--- src/rtl/mul_unit.sv ---
// mul_unit: sequential signed n x n multiplier, one radix-2 shift-add step per cycle.
// The full product goes to prod. result is the Q1.(n-1) fractional product prod[2n-2:n-1],
// truncated toward minus infinity.
// Optional macro MUL_SAT_EN: when prod overflows the fractional range, result is clamped
// and sat is raised. Without the macro, result wraps and sat stays 0.
// Latency: start accepted at E0, busy after E0..En, done pulse after En, IDLE at E(n+1).
module mul_unit #(
  parameter int n = 8
) (
  input  logic                  clk,
  input  logic                  n_reset,
  input  logic                  start,
  input  logic signed [n-1:0]   a,
  input  logic signed [n-1:0]   b,
  output logic                  busy,
  output logic                  done,
  output logic signed [n-1:0]   result,
  output logic signed [2*n-1:0] prod,
  output logic                  sat
);

  localparam int CW = $clog2(n + 1);

  typedef enum logic [1:0] {IDLE, CALC, DONE} state_t;

  state_t           r_state, w_next;
  logic [CW-1:0]    r_cnt;
  logic             r_neg;
  logic [2*n-1:0]   r_mcand;   // |a|, shifted left once per step
  logic [n-1:0]     r_mplier;  // |b|, shifted right once per step
  logic [2*n-1:0]   r_acc;

  logic [n-1:0]     w_mag_a, w_mag_b;
  logic [2*n-1:0]   w_step, w_prod;
  logic [n-1:0]     w_res_raw, w_res;
  logic             w_sat, w_last;

  // An n-bit magnitude path is enough: -2^(n-1) maps to 2^(n-1) as an unsigned value.
  assign w_mag_a   = a[n-1] ? (~a + 1'b1) : a;
  assign w_mag_b   = b[n-1] ? (~b + 1'b1) : b;
  assign w_step    = r_mplier[0] ? (r_acc + r_mcand) : r_acc;
  assign w_last    = (r_cnt == CW'(n - 1));
  assign w_prod    = r_neg ? (~w_step + 1'b1) : w_step;
  assign w_res_raw = w_prod[2*n-2:n-1];

  // Result clamp / wrap selection
  always_comb begin
    w_sat = 1'b0;
    w_res = w_res_raw;
`ifdef MUL_SAT_EN
    if (w_prod[2*n-1] != w_prod[2*n-2]) begin
      w_sat = 1'b1;
      w_res = {1'b0, {(n-1){1'b1}}};
    end
`endif
  end

  // Next-state logic
  always_comb begin
    w_next = r_state;
    case (r_state)
      IDLE:    if (start) w_next = CALC;
      CALC:    if (w_last) w_next = DONE;
      DONE:    w_next = IDLE;
      default: w_next = IDLE;
    endcase
  end

  // State register and registered busy/done decodes
  always_ff @(posedge clk or negedge n_reset) begin
    if (!n_reset) begin
      r_state <= IDLE;
      busy    <= 1'b0;
      done    <= 1'b0;
    end else begin
      r_state <= w_next;
      busy    <= (w_next == CALC);
      done    <= (w_next == DONE);
    end
  end

  // Operand capture and the shift-add datapath
  always_ff @(posedge clk or negedge n_reset) begin
    if (!n_reset) begin
      r_cnt    <= '0;
      r_neg    <= 1'b0;
      r_mcand  <= '0;
      r_mplier <= '0;
      r_acc    <= '0;
    end else if (r_state == IDLE && start) begin
      r_cnt    <= '0;
      r_neg    <= a[n-1] ^ b[n-1];
      r_mcand  <= {{n{1'b0}}, w_mag_a};
      r_mplier <= w_mag_b;
      r_acc    <= '0;
    end else if (r_state == CALC) begin
      r_cnt    <= r_cnt + CW'(1);
      r_acc    <= w_step;
      r_mcand  <= r_mcand << 1;
      r_mplier <= r_mplier >> 1;
    end
  end

  // Outputs load on the final step (entry to DONE) and hold until the next one
  always_ff @(posedge clk or negedge n_reset) begin
    if (!n_reset) begin
      prod   <= '0;
      result <= '0;
      sat    <= 1'b0;
    end else if (r_state == CALC && w_last) begin
      prod   <= w_prod;
      result <= w_res;
      sat    <= w_sat;
    end
  end

endmodule

--- config.mk ---
export PLATFORM = sky130hd
export DESIGN_NAME = mul_unit
export DESIGN_NICKNAME = d
export VERILOG_FILES = /design/src/rtl/mul_unit.sv
export SDC_FILE = /design/constraint.sdc
export NUM_CORES = 1
export LEC_CHECK = 0
export CAP_MARGIN = 20
export CORE_ASPECT_RATIO = 0.5
export CORE_UTILIZATION = 30
export DETAILED_ROUTE_END_ITERATION = 8
export DONT_BUFFER_PORTS = 1
export PLACE_DENSITY = 0.55
export RECOVER_POWER = 25
export SYNTH_ARGS = -nofsm -noshare
export SYNTH_HDL_FRONTEND = slang
export SYNTH_SLANG_ARGS = --single-unit
--- constraint.sdc ---
create_clock -name clk -period 8.7 [get_ports clk]
set_clock_uncertainty 0.2 [all_clocks]
set_input_delay 1.74 -clock clk [delete_from_list [all_inputs] [get_ports clk]]
set_output_delay 1.74 -clock clk [all_outputs]
set_load 0.05 [all_outputs]
Yosys cells after proc, flatten, opt, wreduce, memory -nomap -nowiden
Cells that the tools add are included.

Register bits: 73. Output and inout bits: 27. Word-level logic and storage cells: 42. Input bits: 19.

Bitwise operators: 4. Mux-type cells: 15. Reductions and logical operators: 4. Add/subtract/negate cells: 5. Eq/ne operators: 4.

Operators by type and width (number): $mux 16 (6); $mux 8 (4); $add 16x1->16 const B (1); $add 16x16->16 (1); $add 8x1->8 const B (2); $not 16->16 (1); $not 8->8 (2); $mux 4 (2); $add 4x1->4 const B (1); $eq 2x1->1 const B (2); $eq 4x3->1 const B (1); $mux 2 (2); $pmux 2 s2 (1); $eq 2x2->1 const B (1); $logic_and 1x1->1 (2); $logic_not 2->1 (1); $reduce_bool 2->1 (1); $xor 1x1->1 (1).

Logic depth before layout (Yosys ltp)
Gate-level depths: netlist of the first run.

Depth after elaboration: 5. Depth in mapped cells: 11. Depth with buffers taken out: 11.

Least setup slack after synthesis of the first run
No wires, ideal clock.

Kind: register to register. From: reg r_mcand[0]. To: reg prod[15]. Setup slack: 5386 ps. Data arrival time: 3022 ps. Cell stages (with the launch flop): 12. Library setup time: 92 ps. Path through: dfrtp_1 ha_1 fa_1 a211oi_2 o211ai_2 a31oi_4 mux2i_1 a211oi_4 nand4bb_4 or4_4 and4_4 o31ai_2.

Cells in the longest elaborated chain, start to end: 5.

Ends and longest elaborated chain: from (decl) (line 29) `logic [2*n-1:0] r_mcand;`; from (signal assigned) (line 93) `r_mcand <= {{n{1'b0}}, w_mag_a};`; from (signal assigned) (line 99) `r_mcand <= r_mcand << 1;`; $add 16x16->16 * (line 41) `assign w_step = r_mplier[0] ? (r_acc + r_mcand) : r_acc;`; $mux 16 * (line 41); $not 16->16 (line 43) `assign w_prod = r_neg ? (~w_step + 1'b1) : w_step;`; $add 16x1->16 (line 43); $mux 16 * (line 43); to (signal assigned) (line 111) `prod <= w_prod;`; to (decl) (line 18) `output logic signed [2*n-1:0] prod,`.

Mark *: on every way between the ends. The rest lies on a longest branch, timed or not. A chain may end at the register's enable or synchronous reset.

Final worst setup path of the first run
From: reg r_mplier[0]. To: reg prod[15].

Cells in the longest elaborated chain, start to end: 4.

Ends and longest elaborated chain: from (decl) (line 30) `logic [n-1:0] r_mplier;`; from (signal assigned) (line 94) `r_mplier <= w_mag_b;`; from (signal assigned) (line 100) `r_mplier <= r_mplier >> 1;`; $mux 16 * (line 41); $not 16->16 (line 43); $add 16x1->16 (line 43); $mux 16 * (line 43).

Marked as above.

==> results.rst, run 1 <==
.. list-table::
   :header-rows: 1

   * - Metric
     - Value
   * - Type of the setup path with the least slack
     - flop to flop
   * - Number of sinks on the clock net
     - 65
   * - Peak VDD IR
     - approximately 0.12 mV
   * - Cell area after layout
     - ~4700 um2
   * - Largest stage delay, worst path
     - approximately 1 ns
   * - FF+latch count, synth
     - 65
   * - WHS
     - about 0.3 ns
   * - Top fanout value on the critical path
     - 31
   * - Top cell type's share of synthesized area
     - 37.5%
   * - Maximum number of pins on one net before global-route repair
     - 66
   * - Count of final setup violators
     - 0
   * - Net count of the finished layout
     - between 500 and 600
   * - CP max stage cell
     - dfrtp_1
   * - Via density per instance
     - between 5 and 6
   * - Count of input and output buffers
     - 0
   * - Synth warn
     - 0
   * - Skew-Pair Late Insertion Delay
     - between 0.3 and 0.4 ns
   * - Run status
     - finished clean
   * - Count of non-filler cells in the finished layout
     - 659
   * - Final clock period utilization by the worst path
     - 46.6%
   * - CP Data Required Time
     - 8.74 ns
   * - Mean Syn Cell Area
     - ~9 um2
   * - Number of global-route vias before repair
     - ~3,400
   * - Time the final worst path needs with I/O delays and setup
     - 4.06 ns
   * - Max-Slew Margin vs Limit
     - 31.7%
   * - Type of the most critical hold path
     - flop to flop
   * - Share of post-route cells with drive strength above 1
     - between 8 and 9%
   * - Power per unit of standard cell area
     - roughly 380 nW/um2
   * - Reg power frac
     - 39.2%
   * - Overall Power
     - about 1.8 mW
   * - CTS clk-pin slew, worst paths
     - roughly 0.06 ns
   * - Post-Synthesis Net Count
     - roughly 520
   * - Overall via count from detail_route
     - approximately 3,400
   * - Placed inst area
     - approximately 4400 um2
   * - Unrepaired setup endpoints after global routing
     - no
   * - Final TNS setup
     - 0 ns
   * - Share of flip-flops with an asynchronous set or reset after synthesis
     - 100%
   * - DR iter-0 viols
     - between 150 and 200
   * - Clk pwr share
     - 20.4%
   * - Initial Utilization
     - 31.4%
   * - Cts bufs inserted
     - 9
   * - Global-route wire length before repair
     - 17,500 um
   * - Critical path data arrival time
     - roughly 4.1 ns
   * - Post-synth design cell area
     - about 4300 um2
   * - Antenna diode count
     - 0
   * - Top cell type by total area after synthesis
     - dfrtp_1
   * - Number of buffers between clock root and the deepest sink
     - 2
   * - H-Tree Depth
     - 3
   * - Number of synthesized flops with an enable pin
     - 0
   * - Slew at the pin closest to its max-slew limit
     - roughly 1 ns
   * - CTS tree
     - done
   * - Number of cells in the design after placement
     - about 640
   * - DRC Markers
     - 0
   * - GRT overflow
     - 0
   * - Lkg Pwr
     - roughly 2 nW
   * - Setup slack of the critical path after layout
     - around 4.6 ns
   * - Startpoint type of the worst setup path
     - flop
   * - Hold bufs inserted after CTS
     - 0
   * - Chip height
     - about 87 um
   * - Max Cap Viol
     - 0
   * - Cell count after synthesis
     - ~480
   * - Number of antenna violations at the first check in global routing
     - 0
   * - Detail-routed net length per standard cell
     - about 16 um
   * - Endpoint type of the worst setup path
     - flop
   * - Die footprint
     - roughly 15,000 um2
   * - Final Wtd Congestion
     - 0.778
   * - Register area share after synthesis
     - a little under two fifths
   * - Net load switching power
     - around 0.85 mW
   * - Unique masters post-synth
     - 73
   * - Final-report hold violation count
     - 0
   * - Final Max Slew Viols
     - 0
   * - Routed WL
     - roughly 10,000 um
   * - Maximum frequency from static timing analysis
     - roughly 250 MHz
   * - Top cells by area, synth
     - dfrtp_1, o21ai_0, nand2_1, ha_1, xnor2_1
   * - Sequence of cells on the critical path
     - clkinv_1, a21oi_1, and3_1, nand4_1, or4_4, and4_4, o31ai_2
   * - Fraction of power consumed by combinational cells
     - between 40% and 50%
   * - Post-cts repair resize count
     - 0
   * - Global routing usage summed across all routing layers
     - between 15 and 20%
   * - Cell family with most CP delay
     - flip-flops
   * - Core Region
     - around 14,000 um2
   * - Buf+Inv Stages, Crit Path
     - 1
   * - Core occupancy in the finished layout
     - between 30% and 40%
   * - Row cnt
     - 30
   * - Number of top-level pins
     - 46
   * - Proportion of total power due to net switching
     - between 40% and 50%
   * - Internal power
     - ~0.94 mW
   * - Post-Place Setup Slack
     - 4.72 ns
   * - Die Wd
     - 172 um
   * - First drt pass iteration count
     - 5
   * - Post-CTS repair timing setup buffer count
     - 0
   * - Clock tree root driver cell
     - clkbuf_16
   * - Most frequently used flop master after synthesis
     - dfrtp_1
   * - Area growth from synthesis to layout
     - 9.15%
   * - DP HPWL
     - ~7000 um
   * - Final ANT Viol Nets
     - 0
per-layer routing:
| metal | track usage (%) | vias up | wire (um) |
|---|---|---|---|
| met3 | 3.54 | 8 | 483 |
| met1 | 21.9 | 1654 | 5360 |
| met5 | 0 | - | 0 |
| met4 | 3.06 | 0 | 83 |
| met2 | 22.3 | 73 | 4540 |
| li1 | - | 1712 | - |
layout make-up:
type / count / area, um2
clock inverter: 5 / 55.1
timing repair buffer: 2 / 15.0
fill: 1463 / 9080
clock buffer: 11 / 243
inverter: 13 / 48.8
multi-input combinational: 371 / 2500
tap: 192 / 240
sequential: 65 / 1630
logic make-up (layout without fill, tap and decap cells):
kind of cell	after synthesis	after routing	synth area share, %
adders and majority gates	20	20	5.95
DFF	65	65	37.5
other	1	1	0.0865
and+or+nand+nor	155	155	19.1
AOI/OAI and AO/OA	160	160	24.9
buffers and inverters	47	31	5.05
xor gates and xnor gates	27	27	5.45
muxes	8	8	1.99
worst paths after layout:
check / start / end / slack, ns / cells past startpoint
hold / removal: r_mplier[7] / r_mplier[7] / 0.30 / 1
setup / recovery: r_mplier[0] / prod[15] / 4.64 / 7
hold reg to reg: r_mplier[7] / r_mplier[7] / 0.30 / 1
min in group asynchronous: n_reset / done / 0.91 / 0
setup reg to reg: r_mplier[0] / prod[15] / 4.64 / 7
max in group asynchronous: n_reset / r_mcand[4] / 7.28 / 0
synth_stat cells (7+ instances only):
cell,count
a22oi_1,13
nor2_1,17
nor2b_1,16
a21oi_1,31
ha_1,19
o21ai_0,56
nand3_1,7
clkbuf_1,18
inv_1,12
dfrtp_1,65
xnor2_1,23
o31ai_1,13
buf_4,9
a22o_1,12
nand2_1,66
nand2b_1,10
sequential cells by signal, summed over array words and instances, names as in the netlist:
signal    cells
prod          9
r_mplier      8
r_cnt         4
r_state       2
done          1
r_mcand      16
r_acc        16
result        7
busy          1
r_neg         1
worst register-to-register path, cell delays in order (launching register included):
cell and delay [ns]:
dfrtp_1 1.02, clkinv_1 0.83, a21oi_1 0.69, and3_1 0.29, nand4_1 0.12, or4_4 0.44, and4_4 0.18, o31ai_2 0.19
power groups by stage:
stage	sequential, mW	combinational [mW]	clock (mW)
3_5_place_dp	0.707	0.721	0
6_report	0.702	0.721	0.365
3_3_place_gp	0.705	0.711	0
4_1_cts	0.703	0.721	0.373
5_1_grt	0.723	0.812	0.384
2_1_floorplan	0.593	0.688	0
cell usage in the layout, fill, tap and decap left out, drive strengths merged, types with 5 or more instances in the layout:
cell,n
nand2,66
dfrtp,65
o21ai,57
a21oi,32
xnor2,23
ha,19
nor2,17
nor2b,16
o31ai,14
a22oi,13
inv,12
a22o,12
clkbuf,11
nand2b,10
nand3,7
mux2i,6
or3,5
nand3b,5
nor3,5
a211oi,5
No activity file was read; power rests on OpenSTA's default activity.
==> run 2: changes to the inputs <==
==> constraint.sdc (replaced) <==
create_clock -name clk -period 4 [get_ports clk]
set_clock_uncertainty 0.2 [all_clocks]
set_input_delay 0.8 -clock clk [delete_from_list [all_inputs] [get_ports clk]]
set_output_delay 0.8 -clock clk [all_outputs]
set_load 0.05 [all_outputs]
==> results.rst, run 2 (synthesis results as in run 1) <==
.. list-table::
   :header-rows: 1

   * - Metric
     - Value
   * - Core Region
     - 13,800 um2
   * - Detail-routed net length per standard cell
     - 15.7 um
   * - Unrepaired setup endpoints after global routing
     - no
   * - Number of sinks on the clock net
     - 65
   * - Row cnt
     - 30
   * - Lkg Pwr
     - 1.97 nW
   * - Largest stage delay, worst path
     - 0.45 ns
   * - Start point of the worst min-delay path
     - r_cnt[3]
   * - Skew-Pair Late Insertion Delay
     - about 0.33 ns
   * - Share of post-route cells with drive strength above 1
     - around a tenth
   * - Commonest non-fill, non-tap cells in the layout
     - nand2_1, dfrtp_1, o21ai_0
   * - Final Max Slew Viols
     - 66
   * - CP max stage cell
     - fa_1
   * - Final Wtd Congestion
     - about 0.79
   * - Type of the most critical hold path
     - flop to flop
   * - CTS clk-pin slew, worst paths
     - approximately 0.050 ns
   * - Most common library cell in the layout ignoring fill and taps
     - nand2_1
   * - Number of buffers between clock root and the deepest sink
     - 2
   * - H-Tree Depth
     - 3
   * - Overall via count from detail_route
     - between 3,000 and 4,000
   * - Violated checks
     - capacitance limit, slew limit
   * - Area growth from synthesis to layout
     - 9.24%
   * - Destination of the worst register-to-register timing path
     - prod[15]
   * - Maximum number of pins on one net before global-route repair
     - 66
   * - Hold bufs inserted after CTS
     - 1
   * - Routed WL
     - between 10,000 and 15,000 um
   * - WHS
     - 0.296 ns
   * - Filler cell count
     - 1,435
   * - Core occupancy in the finished layout
     - approximately a third
   * - DR iter-0 viols
     - 184
   * - Type of the setup path with the least slack
     - flop to flop
   * - Top fanout value on the critical path
     - 3
   * - Count of final setup violators
     - 0
   * - Die Wd
     - approximately 170 um
   * - Final clock period utilization by the worst path
     - 90.8%
   * - Final ANT Viol Nets
     - 0
   * - Maximum frequency from static timing analysis
     - roughly 280 MHz
   * - Registers with the most flip-flops
     - r_acc (16), r_mcand (16), prod (9)
   * - DRC Markers
     - 0
   * - Post-CTS repair timing setup buffer count
     - 0
   * - GRT overflow
     - 0
   * - Count of input and output buffers
     - 0
   * - Peak VDD IR
     - about 0.23 mV
   * - Cell repeated most along the worst path
     - a211oi_2
   * - Overall Power
     - between 3 and 4 mW
   * - DP HPWL
     - 7280 um
   * - Final TNS setup
     - 0 ns
   * - Run status
     - finished, violations left
   * - Endpoint with the worst hold slack
     - r_cnt[3]
   * - Net count of the finished layout
     - a little over 500
   * - Sequence of cells on the critical path
     - ha_1, fa_1, a211oi_2, o211ai_2, a311oi_1, mux2i_1, a211oi_2, nand4_1, or4_4, and4_4, o31ai_2
   * - Slack of the worst reg-to-reg path
     - 0.37 ns
   * - Worst hold path stage count
     - 1
   * - Initial Utilization
     - roughly a third
   * - First drt pass iteration count
     - 4
   * - Max-Slew Margin vs Limit
     - -8.14%
   * - Post-cts repair resize count
     - 0
   * - Number of top-level pins
     - 46
   * - Chip height
     - approximately 87 um
   * - Register-to-Register Path Depth
     - 11
   * - Global-route wire length before repair
     - 17,700 um
   * - Clock tree root driver cell
     - clkbuf_16
   * - Power per unit of standard cell area
     - just over 800 nW/um2
   * - Max Cap Viol
     - 1
   * - Global routing usage summed across all routing layers
     - roughly 15%
   * - Startpoint type of the worst setup path
     - flop
   * - Slew at the pin closest to its max-slew limit
     - between 1.5 and 2 ns
   * - Critical path data arrival time
     - between 3 and 4 ns
   * - CTS tree
     - done
   * - Antenna diode count
     - 0
   * - Endpoint type of the worst setup path
     - flop
   * - Final-report hold violation count
     - 0
   * - Launch instance of the worst register-to-register path
     - r_mcand[0]
   * - Die footprint
     - 15,000 um2
   * - CP Data Required Time
     - 4.03 ns
   * - Via density per instance
     - 5.15
   * - Number of global-route vias before repair
     - approximately 3,400
   * - Number of antenna violations at the first check in global routing
     - 0
   * - Cts bufs inserted
     - 9
   * - Time the final worst path needs with I/O delays and setup
     - roughly 3.6 ns
==> run 2: worst max path at each step <==
stage	slack (ns)	cells after the start	start	to
final	0.37	11	r_mcand[0]	prod[15]
after global routing	0.15	11	r_mcand[0]	prod[15]
after CTS	0.37	11	r_mcand[0]	prod[15]
after detailed placement	0.39	11	r_mcand[0]	prod[15]
after global placement	0.49	11	r_mcand[0]	prod[15]
after floorplan	0.69	11	r_mcand[0]	prod[15]
==> run 2: metrics by stage <==
step	instances	worst slack (ns)	cell area [um2]
finish	662	0.368	4740
global route	662	0.152	4740
CTS	662	0.373	4760
detailed placement	648	0.388	4470
global placement	648	0.489	4470
floorplan	483	0.686	4340
==> run 2: layer usage <==
| metal | part of all wire (%) | wire length, um | global-route usage [%] | vias up |
|---|---|---|---|---|
| met4 | 0.62 | 64 | 4.02 | 0 |
| met5 | 0 | 0 | 0 | - |
| met1 | 53 | 5550 | 22.3 | 1628 |
| li1 | - | - | - | 1721 |
| met3 | 3.7 | 389 | 3.82 | 4 |
| met2 | 42 | 4380 | 21.9 | 57 |
==> run 2: power breakdown <==
part           switching (mW)  total (mW)  leakage (nW)  internal (mW)
combinational           0.951        1.64         0.999          0.685
sequential              0.627        1.51         0.848          0.882
clock                   0.279       0.703         0.122          0.424
total                    1.86        3.85          1.97           1.99
==> run 2: worst max-delay path, delay by kind of cell, from the launching register on <==
| kind | cells | cell delay, ns |
|---|---|---|
| compound gates | 5 | 1.30 |
| simple gates | 3 | 0.80 |
| fa+ha+maj | 2 | 0.68 |
| flops | 1 | 0.39 |
| mux | 1 | 0.14 |
==> run 2: cell type report <==
class,count,area [um2],area share (%)
Clock buffer,10,239,5.05
Clock inverter,3,20.0,0.423
Inverter,13,48.8,1.03
Multi-Input combinational cell,371,2500,52.9
Sequential cell,65,1630,34.3
Tap cell,192,240,5.07
Timing Repair Buffer,8,57.6,1.22
==> run 3: changes to the inputs <==
--- a/config.mk
+++ b/config.mk
@@ -6,8 +6,8 @@
 export NUM_CORES = 1
 export LEC_CHECK = 0
 export CAP_MARGIN = 20
-export CORE_ASPECT_RATIO = 0.5
 export CORE_UTILIZATION = 30
+export CTS_CLUSTER_SIZE = 16
 export DETAILED_ROUTE_END_ITERATION = 8
 export DONT_BUFFER_PORTS = 1
 export PLACE_DENSITY = 0.55
==> results.rst, run 3 (synthesis results as in run 1) <==
.. list-table::
   :header-rows: 1

   * - Metric
     - Value
   * - Run status
     - finished, violations left
   * - Violated checks
     - capacitance limit, slew limit
   * - Peak VDD IR
     - between 0.3 and 0.4 mV
   * - DP HPWL
     - around 7200 um
   * - Initial Utilization
     - a little under a third
   * - Largest stage delay, worst path
     - 0.45 ns
   * - Cell area after layout
     - around 4800 um2
   * - Count of input and output buffers
     - 0
   * - Proportion of total power due to net switching
     - about 47%
   * - CTS clk-pin slew, worst paths
     - 0.06 ns
   * - Most common library cell in the layout ignoring fill and taps
     - nand2_1
   * - Commonest non-fill, non-tap cells in the layout
     - nand2_1, dfrtp_1, o21ai_0
   * - Max-Slew Margin vs Limit
     - -10.6%
   * - Clock tree root driver cell
     - clkbuf_16
   * - GRT overflow
     - 0
   * - Maximum number of pins on one net before global-route repair
     - 66
   * - Chip height
     - 122 um
   * - Placed inst area
     - roughly 4500 um2
   * - Row cnt
     - 43
   * - Number of top-level pins
     - between 40 and 50
   * - Post-Place Setup Slack
     - around 0.42 ns
   * - Cell repeated most along the worst path
     - a211oi_2
   * - Die Wd
     - ~120 um
   * - Filler cell count
     - around 1,500
   * - Skew-Pair Late Insertion Delay
     - 0.34 ns
   * - Lkg Pwr
     - slightly below 2 nW
   * - Endpoint type of the worst setup path
     - flop
   * - Setup slack of the critical path after layout
     - 0.419 ns
   * - Share of post-route cells with drive strength above 1
     - roughly a tenth
   * - DR iter-0 viols
     - between 200 and 250
   * - Global-route wire length before repair
     - 17,600 um
   * - Die footprint
     - 14,900 um2
   * - Slew at the pin closest to its max-slew limit
     - about 1.7 ns
   * - Internal power
     - 2.06 mW
   * - Number of cells in the design after placement
     - between 600 and 700
   * - Post-CTS repair timing setup buffer count
     - 0
   * - Cell family with most CP delay
     - compound AO/OA/AOI/OAI gates
   * - Final-report hold violation count
     - 0
   * - Final ANT Viol Nets
     - 0
   * - Overall Power
     - approximately 4 mW
   * - Via density per instance
     - approximately 5.4
   * - Registers with the most flip-flops
     - r_acc (16), r_mcand (16), prod (9)
   * - Critical path data arrival time
     - between 3 and 4 ns
   * - DRC Markers
     - 0
   * - Unrepaired setup endpoints after global routing
     - no
   * - Cts bufs inserted
     - 9
   * - Global routing usage summed across all routing layers
     - about 15%
   * - Type of the most critical hold path
     - flop to flop
   * - Number of antenna violations at the first check in global routing
     - 0
   * - CP max stage cell
     - or4_4
   * - H-Tree Depth
     - 3
   * - Routed WL
     - 10,300 um
   * - Detail-routed net length per standard cell
     - 15.7 um
   * - Final Max Slew Viols
     - 66
   * - Clk pwr share
     - 20.2%
   * - Core occupancy in the finished layout
     - 34.0%
   * - Sequence of cells on the critical path
     - ha_1, fa_1, a211oi_2, o211ai_2, a311oi_1, mux2i_1, a211oi_2, nand4_1, or4_4, and4_4, o31ai_2
   * - Net count of the finished layout
     - ~500
   * - Final clock period utilization by the worst path
     - around nine tenths
   * - Count of final setup violators
     - 0
   * - Startpoint type of the worst setup path
     - flop
   * - Overall via count from detail_route
     - 3,518
   * - Number of buffers between clock root and the deepest sink
     - 2
   * - Reg power frac
     - approximately two fifths
   * - Type of the setup path with the least slack
     - flop to flop
   * - Count of non-filler cells in the finished layout
     - ~650
   * - Final Wtd Congestion
     - 0.868
   * - Power per unit of standard cell area
     - 824 nW/um2
   * - Time the final worst path needs with I/O delays and setup
     - 3.58 ns
   * - Fraction of power consumed by combinational cells
     - 41.3%
   * - CP Data Required Time
     - slightly above 4 ns
   * - Maximum frequency from static timing analysis
     - between 200 and 300 MHz
   * - Final TNS setup
     - 0 ns
   * - Buf+Inv Stages, Crit Path
     - 0
   * - Core Region
     - around 14,000 um2
   * - Area growth from synthesis to layout
     - 9.78%
   * - First drt pass iteration count
     - 4
   * - WHS
     - between 0.2 and 0.3 ns
   * - Antenna diode count
     - 0
   * - Net load switching power
     - roughly 1.9 mW
   * - Max Cap Viol
     - 1
   * - CTS tree
     - done
   * - Number of sinks on the clock net
     - 65
   * - Number of global-route vias before repair
     - ~3,400
   * - Top fanout value on the critical path
     - 3
## run 3: what timing repair did
item	4_1_cts	5_1_grt
endpoints found under the hold margin	65	0
resized for setup	0	0
hold buffers	1	0
## run 3: worst register-to-register path, cell delays in order, from the launching register on
cell	delay (ns)
dfrtp_1	0.40
ha_1	0.23
fa_1	0.43
a211oi_2	0.32
o211ai_2	0.17
a311oi_1	0.31
mux2i_1	0.13
a211oi_2	0.31
nand4_1	0.16
or4_4	0.45
and4_4	0.18
o31ai_2	0.20
## run 3: path summary, 6_finish.rpt
check	from	to	slack (ns)	cells past startpoint
max	r_mcand[0]	prod[15]	0.42	11
min	r_mplier[7]	r_mplier[7]	0.29	1
max reg2reg	r_mcand[0]	prod[15]	0.42	11
min reg2reg	r_mplier[7]	r_mplier[7]	0.29	1
max in group asynchronous	n_reset	r_mcand[3]	1.91	1
min in group asynchronous	n_reset	r_mcand[11]	0.67	1
## run 3: area by class of cell
cell class,instances,area [um2],area share [%]
Multi-Input combinational cell,371,2500,52.6
Sequential cell,65,1630,34.2
Clock buffer,11,243,5.10
Tap cell,180,225,4.73
Timing Repair Buffer,8,57.6,1.21
Clock inverter,5,55.1,1.16
Inverter,13,48.8,1.03
## run 3: layer usage
metal	GRT usage [%]	part of all wire (%)	up-vias
li1	-	-	1725
met1	20.4	48	1684
met2	23.3	46	98
met3	3.86	5.1	11
met4	4.57	1.0	0
met5	0	0	-
## run 3: power by group through the flow
stage | Clock (mW) | Sequential (mW) | Combinational, mW
after detailed placement | 0 | 1.52 | 1.61
after CTS | 0.817 | 1.51 | 1.63
after global routing | 0.846 | 1.55 | 1.82
after global placement | 0 | 1.51 | 1.58
after floorplan | 0 | 1.29 | 1.50
final | 0.791 | 1.51 | 1.62
